### src/rtl/dcache_pkg.sv
// Shared types and constants for the direct-mapped write-back data cache.
// The optional performance counters are enabled with DCACHE_PERF_CNT_EN.
package dcache_pkg;

  typedef enum logic [1:0] {
    S_IDLE      = 2'd0,
    S_WRITEBACK = 2'd1,
    S_REFILL    = 2'd2
  } state_t;

  localparam int DEF_NUM_LINES      = 16;
  localparam int DEF_WORDS_PER_LINE = 4;
  localparam int DEF_OFF_BITS       = $clog2(DEF_WORDS_PER_LINE);
  localparam int DEF_IDX_BITS       = $clog2(DEF_NUM_LINES);
  localparam int DEF_TAG_BITS       = 32 - 2 - DEF_OFF_BITS - DEF_IDX_BITS;

  localparam logic [31:0] CNT_SAT = 32'hFFFF_FFFF;

  function automatic logic [31:0] sat_inc(input logic [31:0] v);
    return (v == CNT_SAT) ? v : v + 32'd1;
  endfunction

endpackage

### src/rtl/dcache_line_store.sv
// Tag/valid/dirty/data storage: async read at {index, offset}, sync word write,
// sync fill (tag + valid, dirty cleared), sync dirty set, clear-all on reset.
module dcache_line_store
  import dcache_pkg::*;
#(
  parameter int IDX_BITS = DEF_IDX_BITS,
  parameter int OFF_BITS = DEF_OFF_BITS,
  parameter int TAG_BITS = DEF_TAG_BITS
) (
  input  logic                clk,
  input  logic                i_srst_n,
  input  logic [IDX_BITS-1:0] i_idx,
  input  logic [OFF_BITS-1:0] i_rd_off,
  output logic [31:0]         o_rd_data,
  output logic [TAG_BITS-1:0] o_tag,
  output logic                o_valid,
  output logic                o_dirty,
  input  logic                i_wr_en,
  input  logic [OFF_BITS-1:0] i_wr_off,
  input  logic [31:0]         i_wr_data,
  input  logic                i_set_dirty,
  input  logic                i_fill,
  input  logic [TAG_BITS-1:0] i_fill_tag
);

  localparam int LINES = 1 << IDX_BITS;
  localparam int WORDS = 1 << OFF_BITS;

  logic [31:0]         r_data [LINES*WORDS];
  logic [TAG_BITS-1:0] r_tag  [LINES];
  logic [LINES-1:0]    r_valid;
  logic [LINES-1:0]    r_dirty;

  // Data and tags are left unreset; valid bits alone decide what is live.
  always_ff @(posedge clk) begin
    if (i_srst_n && i_wr_en) begin
      r_data[{i_idx, i_wr_off}] <= i_wr_data;
    end
  end

  always_ff @(posedge clk) begin
    if (i_srst_n && i_fill) begin
      r_tag[i_idx] <= i_fill_tag;
    end
  end

  always_ff @(posedge clk) begin
    if (!i_srst_n) begin
      r_valid <= '0;
      r_dirty <= '0;
    end else if (i_fill) begin
      r_valid[i_idx] <= 1'b1;
      r_dirty[i_idx] <= 1'b0;
    end else if (i_set_dirty) begin
      r_dirty[i_idx] <= 1'b1;
    end
  end

  assign o_rd_data = r_data[{i_idx, i_rd_off}];
  assign o_tag     = r_tag[i_idx];
  assign o_valid   = r_valid[i_idx];
  assign o_dirty   = r_dirty[i_idx];

endmodule

### src/rtl/dcache_ctrl.sv
// Direct-mapped write-back/write-allocate D-cache controller with miss FSM and
// word-wide req/ack memory port. DCACHE_PERF_CNT_EN adds hit_cnt/miss_cnt.
module dcache_ctrl
  import dcache_pkg::*;
#(
  parameter int NUM_LINES      = DEF_NUM_LINES,
  parameter int WORDS_PER_LINE = DEF_WORDS_PER_LINE
) (
  input  logic        clk,
  input  logic        reset,
  input  logic        cpu_rd_en,
  input  logic        cpu_wr_en,
  input  logic [31:0] cpu_addr,
  input  logic [31:0] cpu_wdata,
  output logic [31:0] cpu_rdata,
  output logic        stall,
  output logic        mem_req,
  output logic        mem_we,
  output logic [31:0] mem_addr,
  output logic [31:0] mem_wdata,
  input  logic [31:0] mem_rdata,
  input  logic        mem_ack
`ifdef DCACHE_PERF_CNT_EN
  ,
  output logic [31:0] hit_cnt,
  output logic [31:0] miss_cnt
`endif
);

  localparam int OB = $clog2(WORDS_PER_LINE);
  localparam int IB = $clog2(NUM_LINES);
  localparam int TB = 32 - 2 - OB - IB;
  localparam logic [OB-1:0] LAST_WORD = OB'(WORDS_PER_LINE - 1);

  state_t        r_state, w_state_next;
  logic [OB-1:0] r_cnt, w_cnt_next, w_cnt_inc;
  logic          r_mem_req, w_mem_req_next;
  logic          r_mem_we, w_mem_we_next;
  logic [31:0]   r_mem_addr, w_mem_addr_next;
  logic [31:0]   r_mem_wdata, w_mem_wdata_next;

  logic          w_access, w_hit, w_ack, w_last;
  logic [OB-1:0] w_off, w_rd_off, w_wr_off;
  logic [IB-1:0] w_idx;
  logic [TB-1:0] w_tag, w_line_tag;
  logic [31:0]   w_line_word, w_wr_data;
  logic          w_line_valid, w_line_dirty;
  logic          w_wr_en, w_set_dirty, w_fill;
  logic          w_unused_ok;

  assign w_off       = cpu_addr[OB+1:2];
  assign w_idx       = cpu_addr[OB+IB+1:OB+2];
  assign w_tag       = cpu_addr[31:OB+IB+2];
  assign w_unused_ok = &{1'b0, cpu_addr[1:0]};

  assign w_access  = cpu_rd_en | cpu_wr_en;
  assign w_hit     = w_line_valid & (w_line_tag == w_tag);
  assign w_ack     = mem_ack & r_mem_req;
  assign w_last    = (r_cnt == LAST_WORD);
  assign w_cnt_inc = r_cnt + OB'(1);

  dcache_line_store #(
    .IDX_BITS(IB),
    .OFF_BITS(OB),
    .TAG_BITS(TB)
  ) u_store (
    .clk        (clk),
    .i_srst_n   (reset),
    .i_idx      (w_idx),
    .i_rd_off   (w_rd_off),
    .o_rd_data  (w_line_word),
    .o_tag      (w_line_tag),
    .o_valid    (w_line_valid),
    .o_dirty    (w_line_dirty),
    .i_wr_en    (w_wr_en),
    .i_wr_off   (w_wr_off),
    .i_wr_data  (w_wr_data),
    .i_set_dirty(w_set_dirty),
    .i_fill     (w_fill),
    .i_fill_tag (w_tag)
  );

  always_ff @(posedge clk) begin
    if (!reset) begin
      r_state     <= S_IDLE;
      r_cnt       <= '0;
      r_mem_req   <= 1'b0;
      r_mem_we    <= 1'b0;
      r_mem_addr  <= '0;
      r_mem_wdata <= '0;
    end else begin
      r_state     <= w_state_next;
      r_cnt       <= w_cnt_next;
      r_mem_req   <= w_mem_req_next;
      r_mem_we    <= w_mem_we_next;
      r_mem_addr  <= w_mem_addr_next;
      r_mem_wdata <= w_mem_wdata_next;
    end
  end

  always_comb begin
    w_state_next = r_state;
    case (r_state)
      S_IDLE: begin
        if (w_access && !w_hit) begin
          w_state_next = (w_line_valid && w_line_dirty) ? S_WRITEBACK : S_REFILL;
        end
      end
      S_WRITEBACK: if (w_ack && w_last) w_state_next = S_REFILL;
      S_REFILL:    if (w_ack && w_last) w_state_next = S_IDLE;
      default:     w_state_next = S_IDLE;
    endcase
  end

  // Request registers are loaded one edge ahead so each word's request is
  // visible the cycle after the previous ack.
  always_comb begin
    w_cnt_next       = r_cnt;
    w_mem_req_next   = r_mem_req;
    w_mem_we_next    = r_mem_we;
    w_mem_addr_next  = r_mem_addr;
    w_mem_wdata_next = r_mem_wdata;
    w_rd_off         = w_off;
    w_wr_en          = 1'b0;
    w_wr_off         = w_off;
    w_wr_data        = cpu_wdata;
    w_set_dirty      = 1'b0;
    w_fill           = 1'b0;
    stall            = 1'b0;
    cpu_rdata        = '0;
    case (r_state)
      S_IDLE: begin
        if (w_access && w_hit) begin
          cpu_rdata = w_line_word;
          if (cpu_wr_en) begin
            w_wr_en     = 1'b1;
            w_set_dirty = 1'b1;
          end
        end else if (w_access) begin
          stall          = 1'b1;
          w_rd_off       = '0;
          w_cnt_next     = '0;
          w_mem_req_next = 1'b1;
          if (w_line_valid && w_line_dirty) begin
            w_mem_we_next    = 1'b1;
            w_mem_addr_next  = {w_line_tag, w_idx, {OB{1'b0}}, 2'b00};
            w_mem_wdata_next = w_line_word;
          end else begin
            w_mem_we_next    = 1'b0;
            w_mem_addr_next  = {w_tag, w_idx, {OB{1'b0}}, 2'b00};
            w_mem_wdata_next = '0;
          end
        end
      end
      S_WRITEBACK: begin
        stall    = 1'b1;
        w_rd_off = w_cnt_inc;
        if (w_ack) begin
          if (w_last) begin
            w_cnt_next       = '0;
            w_mem_we_next    = 1'b0;
            w_mem_addr_next  = {w_tag, w_idx, {OB{1'b0}}, 2'b00};
            w_mem_wdata_next = '0;
          end else begin
            w_cnt_next       = w_cnt_inc;
            w_mem_addr_next  = {w_line_tag, w_idx, w_cnt_inc, 2'b00};
            w_mem_wdata_next = w_line_word;
          end
        end
      end
      S_REFILL: begin
        stall     = 1'b1;
        w_wr_off  = r_cnt;
        w_wr_data = mem_rdata;
        if (w_ack) begin
          w_wr_en = 1'b1;
          if (w_last) begin
            w_fill          = 1'b1;
            w_cnt_next      = '0;
            w_mem_req_next  = 1'b0;
            w_mem_we_next   = 1'b0;
            w_mem_addr_next = '0;
          end else begin
            w_cnt_next      = w_cnt_inc;
            w_mem_addr_next = {w_tag, w_idx, w_cnt_inc, 2'b00};
          end
        end
      end
      default: stall = 1'b0;
    endcase
  end

  assign mem_req   = r_mem_req;
  assign mem_we    = r_mem_we;
  assign mem_addr  = r_mem_addr;
  assign mem_wdata = r_mem_wdata;

`ifdef DCACHE_PERF_CNT_EN
  logic [31:0] r_hit_cnt, r_miss_cnt;
  logic        r_retry;

  // The first IDLE cycle after a refill is the held access retrying, not a new hit.
  always_ff @(posedge clk) begin
    if (!reset) begin
      r_hit_cnt  <= '0;
      r_miss_cnt <= '0;
      r_retry    <= 1'b0;
    end else begin
      r_retry <= (r_state == S_REFILL) && (w_state_next == S_IDLE);
      if (r_state == S_IDLE && w_access) begin
        if (!w_hit) begin
          r_miss_cnt <= sat_inc(r_miss_cnt);
        end else if (!r_retry) begin
          r_hit_cnt <= sat_inc(r_hit_cnt);
        end
      end
    end
  end

  assign hit_cnt  = r_hit_cnt;
  assign miss_cnt = r_miss_cnt;
`endif

endmodule

### config.mk
export PLATFORM = sky130hd
export DESIGN_NAME = dcache_ctrl
export DESIGN_NICKNAME = d
export VERILOG_FILES = /design/src/rtl/dcache_pkg.sv /design/src/rtl/dcache_line_store.sv /design/src/rtl/dcache_ctrl.sv
export SDC_FILE = /design/constraint.sdc
export NUM_CORES = 2
export LEC_CHECK = 0
export ABC_AREA = 1
export BUFFER_PORTS_ARGS = -buffer_cell sky130_fd_sc_hd__buf_2
export CAP_MARGIN = 10
export CORE_ASPECT_RATIO = 1.2
export CORE_MARGIN = 2
export CORE_UTILIZATION = 55
export CTS_BUF_LIST = sky130_fd_sc_hd__clkbuf_4 sky130_fd_sc_hd__clkbuf_8
export DETAILED_ROUTE_END_ITERATION = 7
export PLACE_DENSITY = 0.77
export SETUP_SLACK_MARGIN = 0.2
export SLEW_MARGIN = 20
export SYNTH_ARGS = -nofsm -noshare
export SYNTH_HDL_FRONTEND = slang
export SYNTH_SLANG_ARGS = --single-unit
### constraint.sdc
create_clock -name clk -period 4.7 [get_ports clk]
set_input_delay 0.235 -clock clk [delete_from_list [all_inputs] [get_ports clk]]
set_output_delay 0.235 -clock clk [all_outputs]
set_load 0.005 [all_outputs]
==> impl_metrics.csv <==
group,metric,value,unit
floorplan,dieArea,196000,um^2
synthesis,ys.flop_type,"edfxtp_1",
synthesis,synthCells,9767,
min_path,hold_path_class,"in -> reg",
floorplan,die_h,485,um
placed_design,gp_congestion,0.975,
drt,drt-vias-per-instance,6.24,
global_routing,grt_use_total,0.332,
setup_path,required,4.47,ns
drt,route.final.wire_length,339,mm
global_routing,grtUsageMet3,0.0851,
synthesis,synth_edf_count,2432,
clock_network,h-tree-depth,5,
setup_path,slowest_delay,0.38,ns
synthesis,synth_warnings,0,
timing,setup_viol,32,
synthesis,synth_xor_xnor_area_share,0,
finish,fin_util,0.670,
global_routing,grt_pass1_wl,489,mm
power_and_ir_drop,total_power,71400,uW
clock_network,cts_made_buffers,392,
timing,slew_headroom,0.308,
finish,fin_area,128000,um^2
setup_path,crit_top_cell,"nand2_1",
synthesis,ys_types,43,
synthesis,syn_area,106000,um^2
setup_path,crit_slowest_cell,"edfxtp_1",
timing,finalMaxSlewViolations,0,
timing,finalCriticalPeriod,5.49,ns
finish,drive_gt1_frac,0.186,
placed_design,portBuffers,195,
power_and_ir_drop,power_density,556,nW/um^2
timing,fmax,182,MHz
drt,first_iter_violations,13500,
placed_design,hpwl,186,mm
global_routing,gr-total-overflow,0,
synthesis,synthAdderAreaFrac,0.000590,
status,status,"finished, violations left",
drt,vias,83700,
global_routing,use_met2,0.523,
clock_network,clock_sinks,2532,
synthesis,synth_mux_area_frac,0.0000944,
drt,firstDrtPassIters,7,
clock_network,cts_tree,"built",
setup_path,crit_type,"reg -> out",
job,drv_cap,0,
floorplan,num_io_pins,200,
finish,synthToLayoutAreaGrowth,21.1,%
floorplan,core,192000,um^2
clock_network,clk_latency,1.14,ns
synthesis,synth.avg_cell_area,10.9,um^2
synthesis,synth_compound_area_frac,0.0130,
finish,fill_cells,12700,
clock_network,clk_pin_slew,0.06,ns
timing,timing.hold.ws,0.0721,ns
global_routing,grt_use_met1,0.418,
status,violations,"setup timing",
floorplan,die_w,405,um
timing,totalNegativeSetupSlack,-20.88,ns
global_routing,grt_pass1_vias,80700,
timing,timing.final.hold_violations,0,
placed_design,placed_area,116000,um^2
setup_path,cp-start-kind,"flop",
drt,ant_nets,0,
floorplan,initial_core_util,0.553,
setup_path,r2r_setup_slack,0.45,ns
timing,fin_skew,0.103,ns
drt,drcViolationCount,0,
power_and_ir_drop,peakVddDrop,0.605,mV
drt,routedWlPerCell,25.3,um
clock_network,root_buffer,"clkbuf_8",
power_and_ir_drop,p_leak,0.0494,uW
synthesis,ys_ff_latch,2532,
floorplan,rows,176,
clock_network,max-clock-path-buffers,4,
timing,rsz0062_at_grt,"true",
synthesis,synthArstFlopShare,0,
synthesis,synth_top_family_by_area,"simple AND/OR/NAND/NOR gates",
setup_path,arrival,5.26,ns
synthesis,ys_seq_area_frac,0.708,
finish,nets,10700,
synthesis,synth-simple-area-share,0.249,
global_routing,antenna_found_initial,9,
timing,post-route-period-util,1.17,
timing,worst-slew-pin-transition,1.04,ns
global_routing,top_usage_layer,"met2",
setup_path,cp-end-kind,"output port",
timing,setup_slack,-0.795,ns
setup_path,critPathMaxFanout,7,
global_routing,grt_max_degree,88,
synthesized netlist by cell type (all sizes together) (5+ instances only):
master / instances / share of area
dfxtp: 100 / 0.019
edfxtp: 2432 / 0.69
inv: 91 / 0.0032
o221ai: 16 / 0.0013
nand3: 2178 / 0.10
nor3: 35 / 0.0017
clkinv: 6 / 0.00021
a21oi: 131 / 0.0062
o211ai: 5 / 0.00035
buf: 349 / 0.016
o21a: 13 / 0.00092
ha: 5 / 0.00059
clkbuf: 302 / 0.011
nand2: 3444 / 0.12
nor2: 556 / 0.020
a22oi: 22 / 0.0016
nand4: 22 / 0.0013
o21ai: 34 / 0.0016
final timing paths:
path / from / to / cells past startpoint
hold / removal: cpu_addr[4] / flop / 7
setup reg to reg: u_store.r_tag[12][7]$_DFFE_PP_ / mem_wdata[25]$_SDFFE_PN0P_ / 36
setup / recovery: u_store.r_tag[12][7]$_DFFE_PP_ / cpu_rdata[25] / 36
hold reg to reg: mem_addr[16]$_SDFFE_PN0P_ / mem_addr[16]$_SDFFE_PN0P_ / 2
metal layers:
metal	wire length, um	part of all wire
met4	22100	0.065
met1	114000	0.34
met3	48200	0.14
met5	20	0.000059
met2	155000	0.46
flip-flops by register name, summed over array words and instances, names as in the netlist, named ones only:
register         cells
mem_addr            30
mem_req              1
mem_wdata           32
mem_we               1
r_cnt                2
r_state              2
u_store.r_data    2048
u_store.r_tag      384
u_store.r_valid     16
power by group:
part           switching (uW)  internal, uW  leakage [uW]
registers                 108         26800        0.0227
clock network            8560          9370       0.00393
logic                   16900          9640        0.0228
total                   25600         45800        0.0494
layout by cell type, fill, tap and decap left out, drive strengths merged, types with 4 or more instances in the layout:
master       count
nand2         3445
edfxtp        2432
nand3         2178
buf            989
nor2           556
clkbuf         546
clkinv         148
a21oi          131
dlygate4sd3    107
dfxtp          100
inv             94
nor3            35
o21ai           34
nand4           22
a22oi           22
o221ai          16
o21a            13
bufbuf          11
diode            9
bufinv           8
o211ai           5
clkinvlp         5
ha               5
a211oi           4
area by class of cell:
cell class              count  area [um^2]  area share
well taps                2492         3120      0.0243
repair buffers           1126        12800      0.0997
multi-input cells        6489        29600       0.231
diodes                      9         22.5    0.000175
inverters                  97          380     0.00296
flip-flops and latches   2532        75000       0.585
clock buffers             527         6500      0.0507
clock inverters           158          896     0.00698
metrics by stage:
step / cells / worst slack [ns]
after floorplan: 9768 / 0.371
after global placement: 12500 / -0.838
after detailed placement: 12500 / -0.825
after CTS: 13400 / -0.689
after global routing: 13400 / -1.01
final: 13400 / -0.795
worst max-delay path: cells and delay by family, from the launching register on:
kind                   cells  cell delay [ns]
DFF                        1             0.38
buffers and inverters      7             1.04
and+or+nand+nor           29             2.72
timing repair:
| action | in CTS | in global routing |
|---|---|---|
| gates resized for setup | 296 | 198 |
| buffers inserted | 58 | 32 |
| cloned | 39 | 22 |
| hold buffers | 107 | 0 |
| hold endpoints to repair | 2236 | 0 |
| pin swaps | 87 | 124 |
| endpoints found under the setup margin | 35 | 34 |
logic make-up (layout without fill, tap and decap cells):
| family | after synthesis | after routing |
|---|---|---|
| other | 1 | 11 |
| and+or+nand+nor | 6245 | 6246 |
| adders and majority gates | 5 | 5 |
| buffers and inverters | 748 | 1908 |
| DFF | 2532 | 2532 |
| muxes | 1 | 1 |
| AOI/OAI and AO/OA | 235 | 235 |
Power figures use the tool's default switching activity.
